[src/rtl/spw_port_ingress.sv]
// SpaceWire per-port ingress: buffers N-Chars, decodes the address byte, holds a matrix connection per packet.
// Latency: a char written in cycle t reaches the head in t+1; tx outputs are registered from next-state values.
// Backpressure: rx_ready deasserts when the FIFO is full; tx_ready low stalls forwarding with tx_char held stable.
// Optional grant-wait timeout compiled in with `define SPW_REQ_TIMEOUT_EN.

module spw_ingress_fifo #(
    parameter int W     = 9,
    parameter int DEPTH = 16,
    parameter int AW    = 4
) (
    input  logic         gclk,
    input  logic         reset,
    input  logic         push,
    input  logic [W-1:0] push_dat,
    input  logic         pop,
    input  logic         flush,
    output logic [W-1:0] head,
    output logic         empty,
    output logic [W-1:0] nxt_head,
    output logic         nxt_empty,
    output logic         nxt_full
);
    logic [W-1:0] mem [DEPTH];
    logic [AW:0]  wr_ptr, rd_ptr, wr_nxt, rd_nxt;
    logic         full, do_push, do_pop;

    assign empty   = (wr_ptr == rd_ptr);
    assign full    = (wr_ptr[AW] != rd_ptr[AW]) && (wr_ptr[AW-1:0] == rd_ptr[AW-1:0]);
    assign do_push = push && !full && !flush;
    assign do_pop  = pop && !empty && !flush;
    assign head    = mem[rd_ptr[AW-1:0]];

    always_comb begin
        wr_nxt = wr_ptr + (AW+1)'(do_push);
        rd_nxt = rd_ptr + (AW+1)'(do_pop);
        if (flush) begin
            wr_nxt = '0;
            rd_nxt = '0;
        end
    end

    assign nxt_empty = (wr_nxt == rd_nxt);
    assign nxt_full  = (wr_nxt[AW] != rd_nxt[AW]) && (wr_nxt[AW-1:0] == rd_nxt[AW-1:0]);
    // The head one cycle ahead may be the char being written right now.
    assign nxt_head  = (do_push && (wr_ptr[AW-1:0] == rd_nxt[AW-1:0])) ? push_dat
                                                                      : mem[rd_nxt[AW-1:0]];

    always_ff @(posedge gclk or negedge reset) begin
        if (!reset) begin
            wr_ptr <= '0;
            rd_ptr <= '0;
        end else begin
            wr_ptr <= wr_nxt;
            rd_ptr <= rd_nxt;
        end
    end

    always_ff @(posedge gclk) begin
        if (do_push) mem[wr_ptr[AW-1:0]] <= push_dat;
    end
endmodule

module spw_port_ingress #(
    parameter int DEPTH    = 16,
    parameter int AW       = 4,
    parameter int PORTNUM  = 8,
    parameter int LOG_PORT = 1,
    parameter int TIMEOUT  = 1024
) (
    input  logic       gclk,
    input  logic       reset,
    input  logic       rx_valid,
    input  logic [8:0] rx_char,
    output logic       rx_ready,
    input  logic       link_err,
    output logic       req,
    output logic [4:0] req_port,
    input  logic       gnt,
    output logic       tx_valid,
    output logic [8:0] tx_char,
    input  logic       tx_ready,
    output logic       busy,
    output logic [7:0] drop_cnt
);
    typedef enum logic [2:0] {IDLE, REQ, XFER, EEP_INS, DISCARD} state_t;

    localparam logic [7:0] PMAX = PORTNUM[7:0];
    localparam logic [4:0] LOGP = LOG_PORT[4:0];
    localparam logic [8:0] EEP  = 9'h101;

    if (DEPTH != (1 << AW) || TIMEOUT < 1) begin : g_param_check
        $error("spw_port_ingress: DEPTH must equal 2**AW and TIMEOUT must be positive");
    end

    state_t     state, state_nxt;
    logic       push, pop, flush, drop_inc, port_ld;
    logic [4:0] port_val;
    logic [8:0] head, nxt_head;
    logic       empty, nxt_empty, nxt_full;

`ifdef SPW_REQ_TIMEOUT_EN
    localparam int TW = $clog2(TIMEOUT + 1);
    localparam logic [TW-1:0] TMAX = TW'(TIMEOUT - 1);
    logic [TW-1:0] tcnt;
    logic          tcnt_clr, tcnt_inc;
`endif

    assign push = rx_valid && rx_ready && !flush;

    spw_ingress_fifo #(.W(9), .DEPTH(DEPTH), .AW(AW)) u_fifo (
        .gclk      (gclk),
        .reset     (reset),
        .push      (push),
        .push_dat  (rx_char),
        .pop       (pop),
        .flush     (flush),
        .head      (head),
        .empty     (empty),
        .nxt_head  (nxt_head),
        .nxt_empty (nxt_empty),
        .nxt_full  (nxt_full)
    );

    always_comb begin
        state_nxt = state;
        pop       = 1'b0;
        flush     = 1'b0;
        drop_inc  = 1'b0;
        port_ld   = 1'b0;
        port_val  = '0;
`ifdef SPW_REQ_TIMEOUT_EN
        tcnt_clr  = 1'b0;
        tcnt_inc  = 1'b0;
`endif
        case (state)
            IDLE: begin
                if (link_err) begin
                    flush = 1'b1;
                end else if (!empty) begin
                    if (head[8]) begin
                        pop = 1'b1;
                    end else if (head[7:0] <= PMAX) begin
                        // Path address: the header is consumed here, never forwarded.
                        pop       = 1'b1;
                        port_ld   = 1'b1;
                        port_val  = head[4:0];
                        state_nxt = REQ;
`ifdef SPW_REQ_TIMEOUT_EN
                        tcnt_clr  = 1'b1;
`endif
                    end else if (head[7:0] >= 8'd32 && head[7:0] != 8'd255) begin
                        port_ld   = 1'b1;
                        port_val  = LOGP;
                        state_nxt = REQ;
`ifdef SPW_REQ_TIMEOUT_EN
                        tcnt_clr  = 1'b1;
`endif
                    end else begin
                        drop_inc  = 1'b1;
                        state_nxt = DISCARD;
                    end
                end
            end
            REQ: begin
                if (link_err) begin
                    flush     = 1'b1;
                    drop_inc  = 1'b1;
                    state_nxt = IDLE;
                end else if (gnt) begin
                    state_nxt = XFER;
`ifdef SPW_REQ_TIMEOUT_EN
                end else if (tcnt == TMAX) begin
                    drop_inc  = 1'b1;
                    state_nxt = DISCARD;
                end else begin
                    tcnt_inc  = 1'b1;
`endif
                end
            end
            XFER: begin
                if (link_err) begin
                    flush     = 1'b1;
                    state_nxt = EEP_INS;
                end else if (tx_valid && tx_ready) begin
                    pop = 1'b1;
                    if (tx_char[8]) state_nxt = IDLE;
                end
            end
            EEP_INS: begin
                if (tx_ready) state_nxt = IDLE;
            end
            DISCARD: begin
                if (link_err) begin
                    flush     = 1'b1;
                    state_nxt = IDLE;
                end else if (!empty) begin
                    pop = 1'b1;
                    if (head[8]) state_nxt = IDLE;
                end
            end
            default: state_nxt = IDLE;
        endcase
    end

    always_ff @(posedge gclk or negedge reset) begin
        if (!reset) begin
            state    <= IDLE;
            rx_ready <= 1'b0;
            req      <= 1'b0;
            req_port <= '0;
            tx_valid <= 1'b0;
            tx_char  <= '0;
            busy     <= 1'b0;
            drop_cnt <= '0;
        end else begin
            state    <= state_nxt;
            rx_ready <= !nxt_full;
            busy     <= (state_nxt != IDLE);
            // req follows the connection one cycle behind entry and drops as soon as it is released.
            req      <= ((state == REQ)  && (state_nxt == REQ || state_nxt == XFER)) ||
                        ((state == XFER) && (state_nxt == XFER));
            if (port_ld) req_port <= port_val;
            tx_valid <= ((state_nxt == XFER) && !nxt_empty) || (state_nxt == EEP_INS);
            if (state_nxt == EEP_INS)
                tx_char <= EEP;
            else if (state_nxt == XFER && !nxt_empty)
                tx_char <= nxt_head;
            if (drop_inc && drop_cnt != 8'hFF) drop_cnt <= drop_cnt + 8'd1;
        end
    end

`ifdef SPW_REQ_TIMEOUT_EN
    always_ff @(posedge gclk or negedge reset) begin
        if (!reset)        tcnt <= '0;
        else if (tcnt_clr) tcnt <= '0;
        else if (tcnt_inc) tcnt <= tcnt + TW'(1);
    end
`endif
endmodule

[config.mk]
export PLATFORM = sky130hd
export DESIGN_NAME = spw_port_ingress
export DESIGN_NICKNAME = d
export VERILOG_FILES = /design/src/rtl/spw_port_ingress.sv
export SDC_FILE = /design/constraint.sdc
export NUM_CORES = 1
export LEC_CHECK = 0
export BUFFER_PORTS_ARGS = -buffer_cell sky130_fd_sc_hd__clkbuf_2
export CAP_MARGIN = 20
export CORE_ASPECT_RATIO = 0.9
export CORE_UTILIZATION = 45
export DETAILED_ROUTE_END_ITERATION = 10
export GPL_TIMING_DRIVEN = 0
export PLACE_DENSITY = 0.71
export SYNTH_ARGS = -nofsm -noshare
export SYNTH_HDL_FRONTEND = slang
export SYNTH_SLANG_ARGS = --single-unit
[constraint.sdc]
create_clock -name gclk -period 6.8 [get_ports gclk]
set_clock_uncertainty 0.1 [all_clocks]
set_input_delay 1.36 -clock gclk [delete_from_list [all_inputs] [get_ports gclk]]
set_output_delay 1.36 -clock gclk [all_outputs]
set_load 0.01 [all_outputs]
==> flow_summary.toml <==
[status]
run_status = "finished, final reports clean"

[timing]
setup-tns-final_ns = 0
timing.final.crit_share_pct = 95.3
finalSetupViolCount = 0
timing.final.hold_violations = 0
worst_setup_slack_final_ns = 0.319
time_the_final_worst_path_needs_with_i_o_delays_and_setup_ns = 6.48
maximum_achievable_frequency_mhz = 154
relative_slew_slack_pct = 26.1
rsz_0062_raised_after_global_routing = "no"
final_max_slew_viol_count = 0
worst_slew_pin_slew_ns = 1.10

[synth]
mappedNetlistNets = 704
yosys_warnings = 0
dominant_synthesized_flop_cell = "sky130_fd_sc_hd__edfxtp_1"
synth-async-reset-ratio_pct = 21.3
synth_cell_type_count = 53
postSynthAreaPerCell_um2 = 12.9
synthTopCellsByArea = "sky130_fd_sc_hd__edfxtp_1 49%, sky130_fd_sc_hd__dfrtp_1 11%, sky130_fd_sc_hd__mux4_2 9.5%"
flip_flop_and_latch_count_after_synthesis = 183
synth_top_area_cell = "sky130_fd_sc_hd__edfxtp_1"
synth_top_area_share_pct = 49.1
ys_seq_area_share_pct = 60.1
synth_edf_count = 144
post_synth_instance_area_um2 = 8810
synthesis.instances = 684

[critical_path]
timing.critical_path.to_type = "register"
worstPathArrival_ns = 6.74
path_class = "reg2reg"
startpoint_type = "register"
critical_path_required_ns = 7.06
setup.reg_to_reg.worst_slack_ns = 0.32
crit_fanout = 10
rr_worst_depth = 19

[floorplan]
starting_density_of_the_core_pct = 46.0
coreArea_um2 = 19200
design.portCount = 41
height_of_the_chip_um = 135
rows = 48
die_w_um = 150
die_area_um2 = 20200

[routing]
ant_nets = 0
initial_drt_pass_iterations = 6
totalWireLength_mm = 26.2
initial_detailed_routing_violation_count = 1163
route.detailed.wl_per_inst_um = 26.0
remaining_drc_errors = 0
total_number_of_vias = 6517
routed_via_density = 6.47

[clock_network]
cts.root.buffer_cell = "sky130_fd_sc_hd__clkbuf_16"
cts_buffers = 17
cts.repair_timing.setup_buffer_count = 0
clk_path_buf_depth = 2
clk_pin_slew_ns = 0.07
cts_tree = "built"
cts.hold.buffers_added = 0
cts_repair_resize_count = 0
cts_sinks = 183
worst_skew_pair_latency_ns = 0.44
htree_levels = 4

[layout]
layout.cells.most_common_list = "144 x sky130_fd_sc_hd__edfxtp_1, 104 x sky130_fd_sc_hd__nand2_1, 49 x sky130_fd_sc_hd__nand3_1"
n_fill_cell = 1576
final_cell_area_um2 = 9940
post-route-util_pct = 51.9
final_nets = 765
area_growth_syn_to_layout_pct = 12.7
layout.cells.most_common = "sky130_fd_sc_hd__edfxtp_1"
num_antenna_cells = 0
fraction_of_layout_cells_with_a_size_suffix_above_1_pct = 17.9

[place]
placement.io_buffers = 39
globalplace.congestion = 1.01
detailedPlace.worstSlack_ns = 0.603
dpl-instance-area_um2 = 9350
dpl.hpwl_mm = 17.9

[hold_path]
holdPathStages = 2
hp-class = "reg2reg"

[global_route]
grt_overflow = 0
first_global_vias = 6119
grt_use_total_pct = 27.2
grt_pass1_wl_mm = 38.5
largest_net_degree_at_the_start_of_global_routing = 40
grt_antenna_before_repair = 1

[power]
power_per_cell_area_nw_per_um2 = 302
max-vdd-ir-drop_mv = 0.174
leakage_nw = 3.51

[flow_run]
timing.max_cap.violations = 0
[per-layer routing]
layer  track usage (%)  vias to the layer above  routed length (um)
met3              9.83                       67                3700
met2              37.4                      520               11000
li1                  -                     2787                   -
met5                 0                        -                  13
met1              37.9                     3141               10400
met4              13.8                        2                1130
[path summary, 6_finish.rpt]
check	start	to
max	u_fifo.rd_ptr[1]	tx_char[1]
min	req_port[2]	req_port[2]
max reg2reg	u_fifo.rd_ptr[1]	tx_char[1]
min reg2reg	req_port[2]	req_port[2]
max in group asynchronous	reset	u_fifo.rd_ptr[3]
min in group asynchronous	reset	u_fifo.wr_ptr[4]
[synthesized netlist by cell type (2+ instances only)]
cell                       instances
sky130_fd_sc_hd__edfxtp_1        144
sky130_fd_sc_hd__nand2_1         104
sky130_fd_sc_hd__nand3_1          49
sky130_fd_sc_hd__dfrtp_1          39
sky130_fd_sc_hd__mux4_2           37
sky130_fd_sc_hd__clkbuf_1         36
sky130_fd_sc_hd__nor2_1           29
sky130_fd_sc_hd__a221oi_1         26
sky130_fd_sc_hd__nor3_1           21
sky130_fd_sc_hd__a31oi_1          19
sky130_fd_sc_hd__a21oi_1          17
sky130_fd_sc_hd__xnor2_1          15
sky130_fd_sc_hd__a22oi_1          12
sky130_fd_sc_hd__o221ai_1         12
sky130_fd_sc_hd__nand2b_1         10
sky130_fd_sc_hd__xor2_1           10
sky130_fd_sc_hd__a211o_1           9
sky130_fd_sc_hd__a311oi_1          9
sky130_fd_sc_hd__buf_2             9
sky130_fd_sc_hd__nor2b_1           9
sky130_fd_sc_hd__inv_1             6
sky130_fd_sc_hd__ha_1              5
sky130_fd_sc_hd__mux2i_1           5
sky130_fd_sc_hd__and2_1            4
sky130_fd_sc_hd__and3_1            4
sky130_fd_sc_hd__o21ai_0           4
sky130_fd_sc_hd__buf_4             3
sky130_fd_sc_hd__nand4_1           3
sky130_fd_sc_hd__or2_2             3
sky130_fd_sc_hd__a41oi_1           2
sky130_fd_sc_hd__buf_1             2
sky130_fd_sc_hd__inv_2             2
sky130_fd_sc_hd__nand4b_1          2
sky130_fd_sc_hd__nor3_2            2
sky130_fd_sc_hd__o21ai_1           2
sky130_fd_sc_hd__or3_1             2
[final cells by class]
class / instances / area [um^2] / share of cell area (%)
tap: 250 / 313 / 3.15
clock inverter: 14 / 141 / 1.42
inverter: 8 / 30.0 / 0.302
buffer: 51 / 221 / 2.23
timing repair buffer: 42 / 230 / 2.32
clock buffer: 18 / 429 / 4.32
multi-input combinational: 442 / 3270 / 32.9
sequential: 183 / 5300 / 53.3
[stage by stage]
| step | hold WS, ns | total power [mW] | std cells |
|---|---|---|---|
| global route | 0.416 | 3.11 | 1008 |
| CTS | 0.380 | 2.99 | 1007 |
| global placement | 0.360 | 2.02 | 973 |
| detailed placement | 0.363 | 2.04 | 975 |
| finish | 0.371 | 3.00 | 1008 |
| floorplan | 0.407 | 1.79 | 684 |
[where the power goes]
group | internal (mW) | switching [mW]
logic | 0.271 | 0.453
clock network | 0.514 | 0.456
registers | 1.27 | 0.0438
[worst max-delay path, stage by stage (launching register included)]
cell and delay [ns]:
sky130_fd_sc_hd__dfrtp_1 0.42, sky130_fd_sc_hd__clkbuf_1 0.63, sky130_fd_sc_hd__mux4_2 0.45, sky130_fd_sc_hd__a22oi_1 0.39, sky130_fd_sc_hd__nand2_1 0.20, sky130_fd_sc_hd__o31a_1 0.32, sky130_fd_sc_hd__nor3b_2 0.45, sky130_fd_sc_hd__o41ai_1 0.14
sky130_fd_sc_hd__nor4b_1 0.33, sky130_fd_sc_hd__ha_1 0.17, sky130_fd_sc_hd__clkbuf_1 0.41, sky130_fd_sc_hd__nand2_1 0.20, sky130_fd_sc_hd__inv_1 0.13, sky130_fd_sc_hd__clkbuf_1 0.46, sky130_fd_sc_hd__clkbuf_1 0.58, sky130_fd_sc_hd__nand2_1 0.11
sky130_fd_sc_hd__nand3_1 0.12, sky130_fd_sc_hd__a311oi_1 0.22, sky130_fd_sc_hd__a211o_1 0.36, sky130_fd_sc_hd__a31oi_1 0.19
[sequential cells by signal (all words and copies together) (netlist names)]
signal and flops:
u_fifo.mem 144, tx_char 9, drop_cnt 8, req_port 5, u_fifo.rd_ptr 5, u_fifo.wr_ptr 5
state 3, busy 1, req 1, rx_ready 1, tx_valid 1
[cells by family (layout without fill, tap and decap cells)]
logic type | after synthesis | after routing | share of synthesized area [%]
AO/OA/AOI/OAI | 119 | 119 | 10.3
XOR/XNOR | 25 | 25 | 2.48
adder cells (fa/ha/maj) | 6 | 6 | 0.823
buffers and inverters | 59 | 133 | 2.85
flip-flops | 183 | 183 | 60.1
multiplexers | 43 | 43 | 10.2
AND/OR/NAND/NOR | 249 | 249 | 13.2
Power figures use the tool's default switching activity.
